### src/rtl/vga_timing_pkg.sv
// Shared 640x480@60 timing constants and framebuffer geometry for the scan-out path.
// The framebuffer is a 4x downscaled 160x120 image, double-buffered by an address page bit.
package vga_timing_pkg;

  localparam int H_PIX    = 640;
  localparam int H_SYNC_S = 659;
  localparam int H_SYNC_E = 754;
  localparam int H_TOTAL  = 800;
  localparam int V_PIX    = 480;
  localparam int V_SYNC_S = 493;
  localparam int V_SYNC_E = 494;
  localparam int V_TOTAL  = 525;

  localparam int SHIFT = 2;
  localparam int FB_W  = H_PIX >> SHIFT;
  localparam int FB_H  = V_PIX >> SHIFT;

  localparam int COLOR_W = 9;
  localparam int ADDR_W  = 16;
  localparam int IDX_W   = ADDR_W - 1;

  typedef enum logic {
    IDLE    = 1'b0,
    PENDING = 1'b1
  } swap_state_e;

  // Row-major pixel index; 160x120 never exceeds 15 bits, so no wrap handling is needed.
  function automatic logic [IDX_W-1:0] fb_index(input logic [IDX_W-1:0] col,
                                                input logic [IDX_W-1:0] row);
    return row * IDX_W'(FB_W) + col;
  endfunction

endpackage

### src/rtl/vga_pipe_delay.sv
// N-stage register delay line with a per-bit reset value, used to align the
// timing flags with the pixel that comes back from the framebuffer RAM.
module vga_pipe_delay #(
  parameter int           W       = 1,
  parameter int           N       = 1,
  parameter logic [W-1:0] RST_VAL = '0
) (
  input  logic         vga_clock,
  input  logic         resetn,
  input  logic [W-1:0] din,
  output logic [W-1:0] dout
);

  logic [W-1:0] stage_q [N];
  logic [W-1:0] stage_d [N];

  always_comb begin
    stage_d[0] = din;
    for (int i = 1; i < N; i++) begin
      stage_d[i] = stage_q[i-1];
    end
  end

  always_ff @(posedge vga_clock or negedge resetn) begin
    if (!resetn) begin
      for (int i = 0; i < N; i++) begin
        stage_q[i] <= RST_VAL;
      end
    end else begin
      stage_q <= stage_d;
    end
  end

  assign dout = stage_q[N-1];

endmodule

### src/rtl/vga_fb_scan_arbiter.sv
// Shares one single-port framebuffer between scan-out reads (active region) and draw
// writes (blanking), with front/back page flipping at the start of vertical blank.
module vga_fb_scan_arbiter
  import vga_timing_pkg::*;
(
  input  logic               vga_clock,
  input  logic               resetn,
  input  logic [9:0]         xCounter,
  input  logic [9:0]         yCounter,
  input  logic               draw_valid,
  output logic               draw_ready,
  input  logic [7:0]         draw_x,
  input  logic [6:0]         draw_y,
  input  logic [COLOR_W-1:0] draw_color,
  input  logic               swap_req,
  output logic               swap_done,
  output logic [ADDR_W-1:0]  mem_addr,
  output logic               mem_we,
  output logic [COLOR_W-1:0] mem_wdata,
  input  logic [COLOR_W-1:0] mem_rdata,
  output logic [COLOR_W-1:0] vga_color,
  output logic               vga_hs,
  output logic               vga_vs,
  output logic               vga_blank_n
);

  logic             active, in_range, grant, flip_point;
  logic             hs_now, vs_now;
  logic [IDX_W-1:0] scan_idx, draw_idx;

  assign active     = (xCounter < 10'(H_PIX)) && (yCounter < 10'(V_PIX));
  assign draw_ready = resetn && !active;
  assign grant      = draw_valid && draw_ready;
  assign in_range   = (draw_x < 8'(FB_W)) && (draw_y < 7'(FB_H));
  assign flip_point = (xCounter == 10'(H_TOTAL - 1)) && (yCounter == 10'(V_PIX - 1));
  assign hs_now     = !((xCounter >= 10'(H_SYNC_S)) && (xCounter <= 10'(H_SYNC_E)));
  assign vs_now     = !((yCounter >= 10'(V_SYNC_S)) && (yCounter <= 10'(V_SYNC_E)));
  assign scan_idx   = fb_index(IDX_W'(xCounter >> SHIFT), IDX_W'(yCounter >> SHIFT));
  assign draw_idx   = fb_index(IDX_W'(draw_x), IDX_W'(draw_y));

  swap_state_e        state_q, state_d;
  logic               front_q, front_d;
  logic               swap_done_q, swap_done_d;
  logic [ADDR_W-1:0]  mem_addr_q, mem_addr_d;
  logic               mem_we_q, mem_we_d;
  logic [COLOR_W-1:0] mem_wdata_q, mem_wdata_d;
  logic [COLOR_W-1:0] vga_color_q, vga_color_d;
  logic               vga_hs_q, vga_hs_d;
  logic               vga_vs_q, vga_vs_d;
  logic               vga_blank_n_q, vga_blank_n_d;
  logic               hs_d2, vs_d2, active_d2;

  // Grant stage: each cycle is either a front-page read slot or a back-page write slot.
  always_comb begin
    mem_addr_d  = mem_addr_q;
    mem_we_d    = 1'b0;
    mem_wdata_d = mem_wdata_q;
    if (active) begin
      mem_addr_d = {front_q, scan_idx};
    end else if (grant && in_range) begin
      mem_we_d    = 1'b1;
      mem_addr_d  = {~front_q, draw_idx};
      mem_wdata_d = draw_color;
    end
  end

  always_comb begin
    state_d     = state_q;
    front_d     = front_q;
    swap_done_d = 1'b0;
    case (state_q)
      IDLE: begin
        if (flip_point && swap_req) begin
          front_d     = ~front_q;
          swap_done_d = 1'b1;
        end else if (swap_req) begin
          state_d = PENDING;
        end
      end
      PENDING: begin
        if (flip_point) begin
          front_d     = ~front_q;
          swap_done_d = 1'b1;
          state_d     = IDLE;
        end
      end
      default: state_d = IDLE;
    endcase
  end

  vga_pipe_delay #(
    .W       (3),
    .N       (2),
    .RST_VAL (3'b110)
  ) u_timing_delay (
    .vga_clock (vga_clock),
    .resetn    (resetn),
    .din       ({hs_now, vs_now, active}),
    .dout      ({hs_d2, vs_d2, active_d2})
  );

  // Third stage pairs the returned pixel with its own timing flags.
  always_comb begin
    vga_color_d   = active_d2 ? mem_rdata : '0;
    vga_hs_d      = hs_d2;
    vga_vs_d      = vs_d2;
    vga_blank_n_d = active_d2;
  end

  always_ff @(posedge vga_clock or negedge resetn) begin
    if (!resetn) begin
      state_q       <= IDLE;
      front_q       <= 1'b0;
      swap_done_q   <= 1'b0;
      mem_addr_q    <= '0;
      mem_we_q      <= 1'b0;
      mem_wdata_q   <= '0;
      vga_color_q   <= '0;
      vga_hs_q      <= 1'b1;
      vga_vs_q      <= 1'b1;
      vga_blank_n_q <= 1'b0;
    end else begin
      state_q       <= state_d;
      front_q       <= front_d;
      swap_done_q   <= swap_done_d;
      mem_addr_q    <= mem_addr_d;
      mem_we_q      <= mem_we_d;
      mem_wdata_q   <= mem_wdata_d;
      vga_color_q   <= vga_color_d;
      vga_hs_q      <= vga_hs_d;
      vga_vs_q      <= vga_vs_d;
      vga_blank_n_q <= vga_blank_n_d;
    end
  end

  assign swap_done   = swap_done_q;
  assign mem_addr    = mem_addr_q;
  assign mem_we      = mem_we_q;
  assign mem_wdata   = mem_wdata_q;
  assign vga_color   = vga_color_q;
  assign vga_hs      = vga_hs_q;
  assign vga_vs      = vga_vs_q;
  assign vga_blank_n = vga_blank_n_q;

endmodule
### config.mk
export PLATFORM = sky130hd
export DESIGN_NAME = vga_fb_scan_arbiter
export DESIGN_NICKNAME = d
export VERILOG_FILES = /design/src/rtl/vga_timing_pkg.sv /design/src/rtl/vga_pipe_delay.sv /design/src/rtl/vga_fb_scan_arbiter.sv
export SDC_FILE = /design/constraint.sdc
export NUM_CORES = 1
export LEC_CHECK = 0
export BUFFER_PORTS_ARGS = -buffer_cell sky130_fd_sc_hd__buf_2
export CAP_MARGIN = 10
export CORE_MARGIN = 2
export CORE_UTILIZATION = 50
export DETAILED_ROUTE_END_ITERATION = 10
export PLACE_DENSITY_LB_ADDON = 0.12
export SLEW_MARGIN = 20
export SYNTH_ARGS = -nofsm -noshare
export SYNTH_HDL_FRONTEND = slang
export SYNTH_SLANG_ARGS = --single-unit
### constraint.sdc
create_clock -name vga_clock -period 1.2 [get_ports vga_clock]
set_clock_uncertainty 0.05 [all_clocks]
set_input_delay 0.18 -clock vga_clock [delete_from_list [all_inputs] [get_ports vga_clock]]
set_output_delay 0.18 -clock vga_clock [all_outputs]
set_load 0.05 [all_outputs]
==> run summary <==
The total power of the final layout is 0.006128 W. The shortest clock period the worst path allows after layout came out at roughly 2000 ps. For this block, the initial DRC count from the detailed router was 210. The worst register-to-register path begins at state_q. Setup repair after global routing could not meet its margin everywhere.

In this run, synthesis produced a sequential element count of 47. The final net count is ~540. The initial utilization of the core area, before any placement, comes to 0.5160.

The routed via count came out at between 3,000 and 4,000. The cell total after placement came out at roughly 500. Clock tree synthesis found a total of between 40 and 50 sinks.

The number of antenna violations at the first check in global routing is 0. The die height came out at approximately 79 um. Counting flops with a built-in enable in the synthesized netlist gives 0. The startpoint identified for the worst hold timing path is draw_color[2]. The detailed placement HPWL came out at roughly 5.7 mm. The run finished, with violations left. The number of detailed-routing iterations run before antenna repair came out at 5. The biggest fanout along the worst timing path came out at 3. Relative to the synthesized area, the layout overhead comes to 74.70%.

The total power density per cell area is roughly 1200 nW/um^2. The core area is 5473 um^2. The max-slew violation total from the final report is 0. Setup violations remaining at the end of the flow were counted as 32. The post-synth net total is roughly 380.

The internal reg-to-reg setup slack is between 150 and 200 ps. The all-layer global routing usage came out at 0.2588. The global placement routability congestion came out at 0.8539. The cell area that synthesis handed to floorplanning was ~2800 um^2. The largest net degree at the start of global routing is 39. The number of top-level pins came out at 97. In this run the worst hold path is classified as input pin to flop.

The clock latency of the later-clocked register in the worst-skew pair came out at 310 ps. The kind of capture point of the worst setup path is a flop. The instance count along the most critical hold path is 3. The slack of the critical path is -801.5 ps.

The floorplan step defined a die boundary enclosing approximately 6300 um^2. In the synthesized netlist, the number of instances is 289. In the final routed layout, each cell accounts on average for between 20 and 25 um. For the pin with the worst max-slew slack, the measured transition is around 450 ps. In this run the tool buffered the top-level ports with 96 buffer cells. After clock tree synthesis, the clock-pin slew on the worst setup and hold paths is around 90 ps. The final routed wirelength across all metal layers is ~11 mm. The number of antenna diodes came out at 0. For this run, asynchronously set or reset flops after synthesis account for 1.000. The max-capacitance violation count is 0.

The hold violation total from the final report is 0. The cell area reported after detailed placement came out at about 4000 um^2. In the final layout, the share of cells above drive strength 1 is 0.6110.

For the worst setup path, the data required time is about 1400 ps. The cell area after layout came out at between 4000 and 5000 um^2. The depth of the worst register-to-register path came out at 3. TritonCTS built the clock tree.

The horizontal extent of the die is around 80 um. The checks that failed: setup timing. The endpoint identified for the worst register-to-register timing path is front_q. The remaining antenna violation count came out at 0. STA classifies the critical path startpoint as an input pin. For this run, the register share of the synthesized area comes to 0.4191. The first-pass GRT wire length is around 13 mm. The synthesized area per cell came out at roughly 9.8 um^2. The worst max-slew margin expressed relative to the limit came out at 0.7023. The worst setup path is of the input pin to flop kind. The number of placement rows came out at 27. The leakage power summed over all cells is ~2.3 nW. The number of different library cells used by synthesis comes to between 40 and 50. The prevailing post-synth register cell is sky130_fd_sc_hd__dfrtp_1. Timing would allow up to ~500 MHz. The number of H-tree branching levels came out at 2.

In this run the clock root is driven by a sky130_fd_sc_hd__clkbuf_8. The final non-filler cell total is 527. The via density per instance is just under 6. The count of warnings emitted by yosys is 0.

The maximum ir drop on the vdd rail came out at 1.070 mV. After filler insertion, the fill cell instance count of the layout stands at a little over 200. Dividing the final minimum period by the clock period gives 1.668. Clock tree synthesis inserted a total of 5 buffers.

The worst hold endpoint is mem_wdata[2]. For this run the aggregate overflow at the end of global routing stands at 0. The number of global-route vias before repair was 2,811. The largest buffer count on any clock path came out at 2. The worst hold slack came out at 30.33 ps.

In the routed design, unresolved DRC markers number 0. The endpoint arrival time on the critical path is ~2200 ps.
cell usage after synthesis (all sizes together), types with 2 or more instances:
library cell	number	area share
xnor2	7	0.022
nand2	39	0.052
a21oi	13	0.023
o21ai	15	0.027
inv	9	0.012
nand4	5	0.013
a31o	2	0.0062
nor3b	4	0.011
fa	4	0.028
o22ai	7	0.016
or3b	3	0.0093
nand3	6	0.011
a31oi	4	0.0089
or4	2	0.0066
xor2	10	0.031
nor2	28	0.037
nor4b	2	0.0062
ha	28	0.12
nand3b	2	0.0053
buf	4	0.0071
nand4b	3	0.0093
a21o	5	0.013
mux2i	3	0.011
dfstp	6	0.056
dfrtp	41	0.36
and2	11	0.024
nor3	3	0.0053
a211oi	5	0.015
clkbuf	2	0.0027
nor2b	5	0.011
power by group:
group | internal [W] | switching [W]
clock | 0.000471 | 0.000586
sequential | 0.00180 | 0.000156
combinational | 0.00123 | 0.00188
cells in the final DEF, fill, tap and decap left out, drive strengths merged, types with 2 or more instances in the layout:
cell | Yosys | final
a211oi | 5 | 5
nor3 | 3 | 3
nor2 | 28 | 28
nand4b | 3 | 3
or3b | 3 | 3
a21o | 5 | 5
or4 | 2 | 2
nand3 | 6 | 6
ha | 28 | 28
inv | 9 | 9
o22ai | 7 | 7
a31o | 2 | 2
a21oi | 13 | 13
and2 | 11 | 11
o21ai | 15 | 15
nor3b | 4 | 4
nand2 | 39 | 39
fa | 4 | 4
nor2b | 5 | 5
a31oi | 4 | 4
nand3b | 2 | 2
dfrtp | 41 | 41
buf | 4 | 156
clkbuf | 2 | 13
dfstp | 6 | 6
xnor2 | 7 | 7
nor4b | 2 | 2
mux2i | 3 | 3
xor2 | 10 | 10
nand4 | 5 | 5
routing by layer:
| metal | track usage | routed length [um] | vias to the layer above |
|---|---|---|---|
| met3 | 0.05341 | 733 | 54 |
| met5 | 0 | 0 | - |
| li1 | - | - | 1352 |
| met1 | 0.3141 | 4275 | 1514 |
| met4 | 0.08448 | 542 | 0 |
| met2 | 0.4585 | 5600 | 179 |
final cells by class:
type | count | area (um^2) | area share
clock inverter | 2 | 16.27 | 0.003297
sequential | 47 | 1184 | 0.2399
inverter | 9 | 41.29 | 0.008369
multi-input combinational | 227 | 2237 | 0.4535
tap | 72 | 90.09 | 0.01826
timing repair buffer | 164 | 1282 | 0.2600
clock buffer | 6 | 82.58 | 0.01674
timing repair:
action                                  CTS  global route
resized for setup                        60            93
buffers inserted                          6            10
cloned                                    0             2
pin swaps                                33            49
endpoints found under the hold margin    41             0
endpoints found under the setup margin   26            34
hold buffers                              1             0
logic make-up (layout without fill, tap and decap cells):
family          Yosys count  count (layout)  share of synthesized area
simple gates            118             118                     0.2162
compound gates           57              57                     0.1272
flops                    47              47                     0.4191
fa+ha+maj                32              32                     0.1524
xor+xnor                 17              17                    0.05272
buf+inv                  15             181                    0.02171
mux                       3               3                    0.01063
worst max path at each step:
| stage | to | start |
|---|---|---|
| after floorplan | mem_addr[12] | draw_y[1] |
| after global placement | mem_addr[12] | draw_y[1] |
| after detailed placement | mem_addr[12] | draw_y[1] |
| after CTS | mem_addr[14] | yCounter[6] |
| after global routing | mem_addr[12] | draw_y[1] |
| final | mem_addr[12] | yCounter[5] |
flip-flops by register name, indices dropped and copies added, names as in the netlist:
| register | cells |
|---|---|
| u_timing_delay.stage_d | 3 |
| front_q | 1 |
| mem_wdata | 9 |
| mem_addr | 16 |
| vga_hs | 1 |
| vga_blank_n | 1 |
| swap_done | 1 |
| vga_color | 9 |
| u_timing_delay.dout | 3 |
| vga_vs | 1 |
| mem_we | 1 |
| state_q | 1 |
critical path: stages:
cell,delay (ps)
sky130_fd_sc_hd__buf_12,110
sky130_fd_sc_hd__ha_4,240
sky130_fd_sc_hd__ha_4,180
sky130_fd_sc_hd__fa_2,410
sky130_fd_sc_hd__xor2_2,210
sky130_fd_sc_hd__nand2_2,100
sky130_fd_sc_hd__nor3b_4,290
sky130_fd_sc_hd__nand2_1,130
sky130_fd_sc_hd__xnor2_1,160
sky130_fd_sc_hd__a21o_1,150
metrics by stage:
step	util	worst slack (ps)	TNS (ps)
final	0.9015	-801.5	-5689
after global routing	0.9015	-900.4	-7094
after CTS	0.8155	-676.8	-3972
after detailed placement	0.7398	-1077	-13310
after global placement	0.7398	-1030	-12620
after floorplan	-	-820.5	-5254
Power figures use the tool's default switching activity.
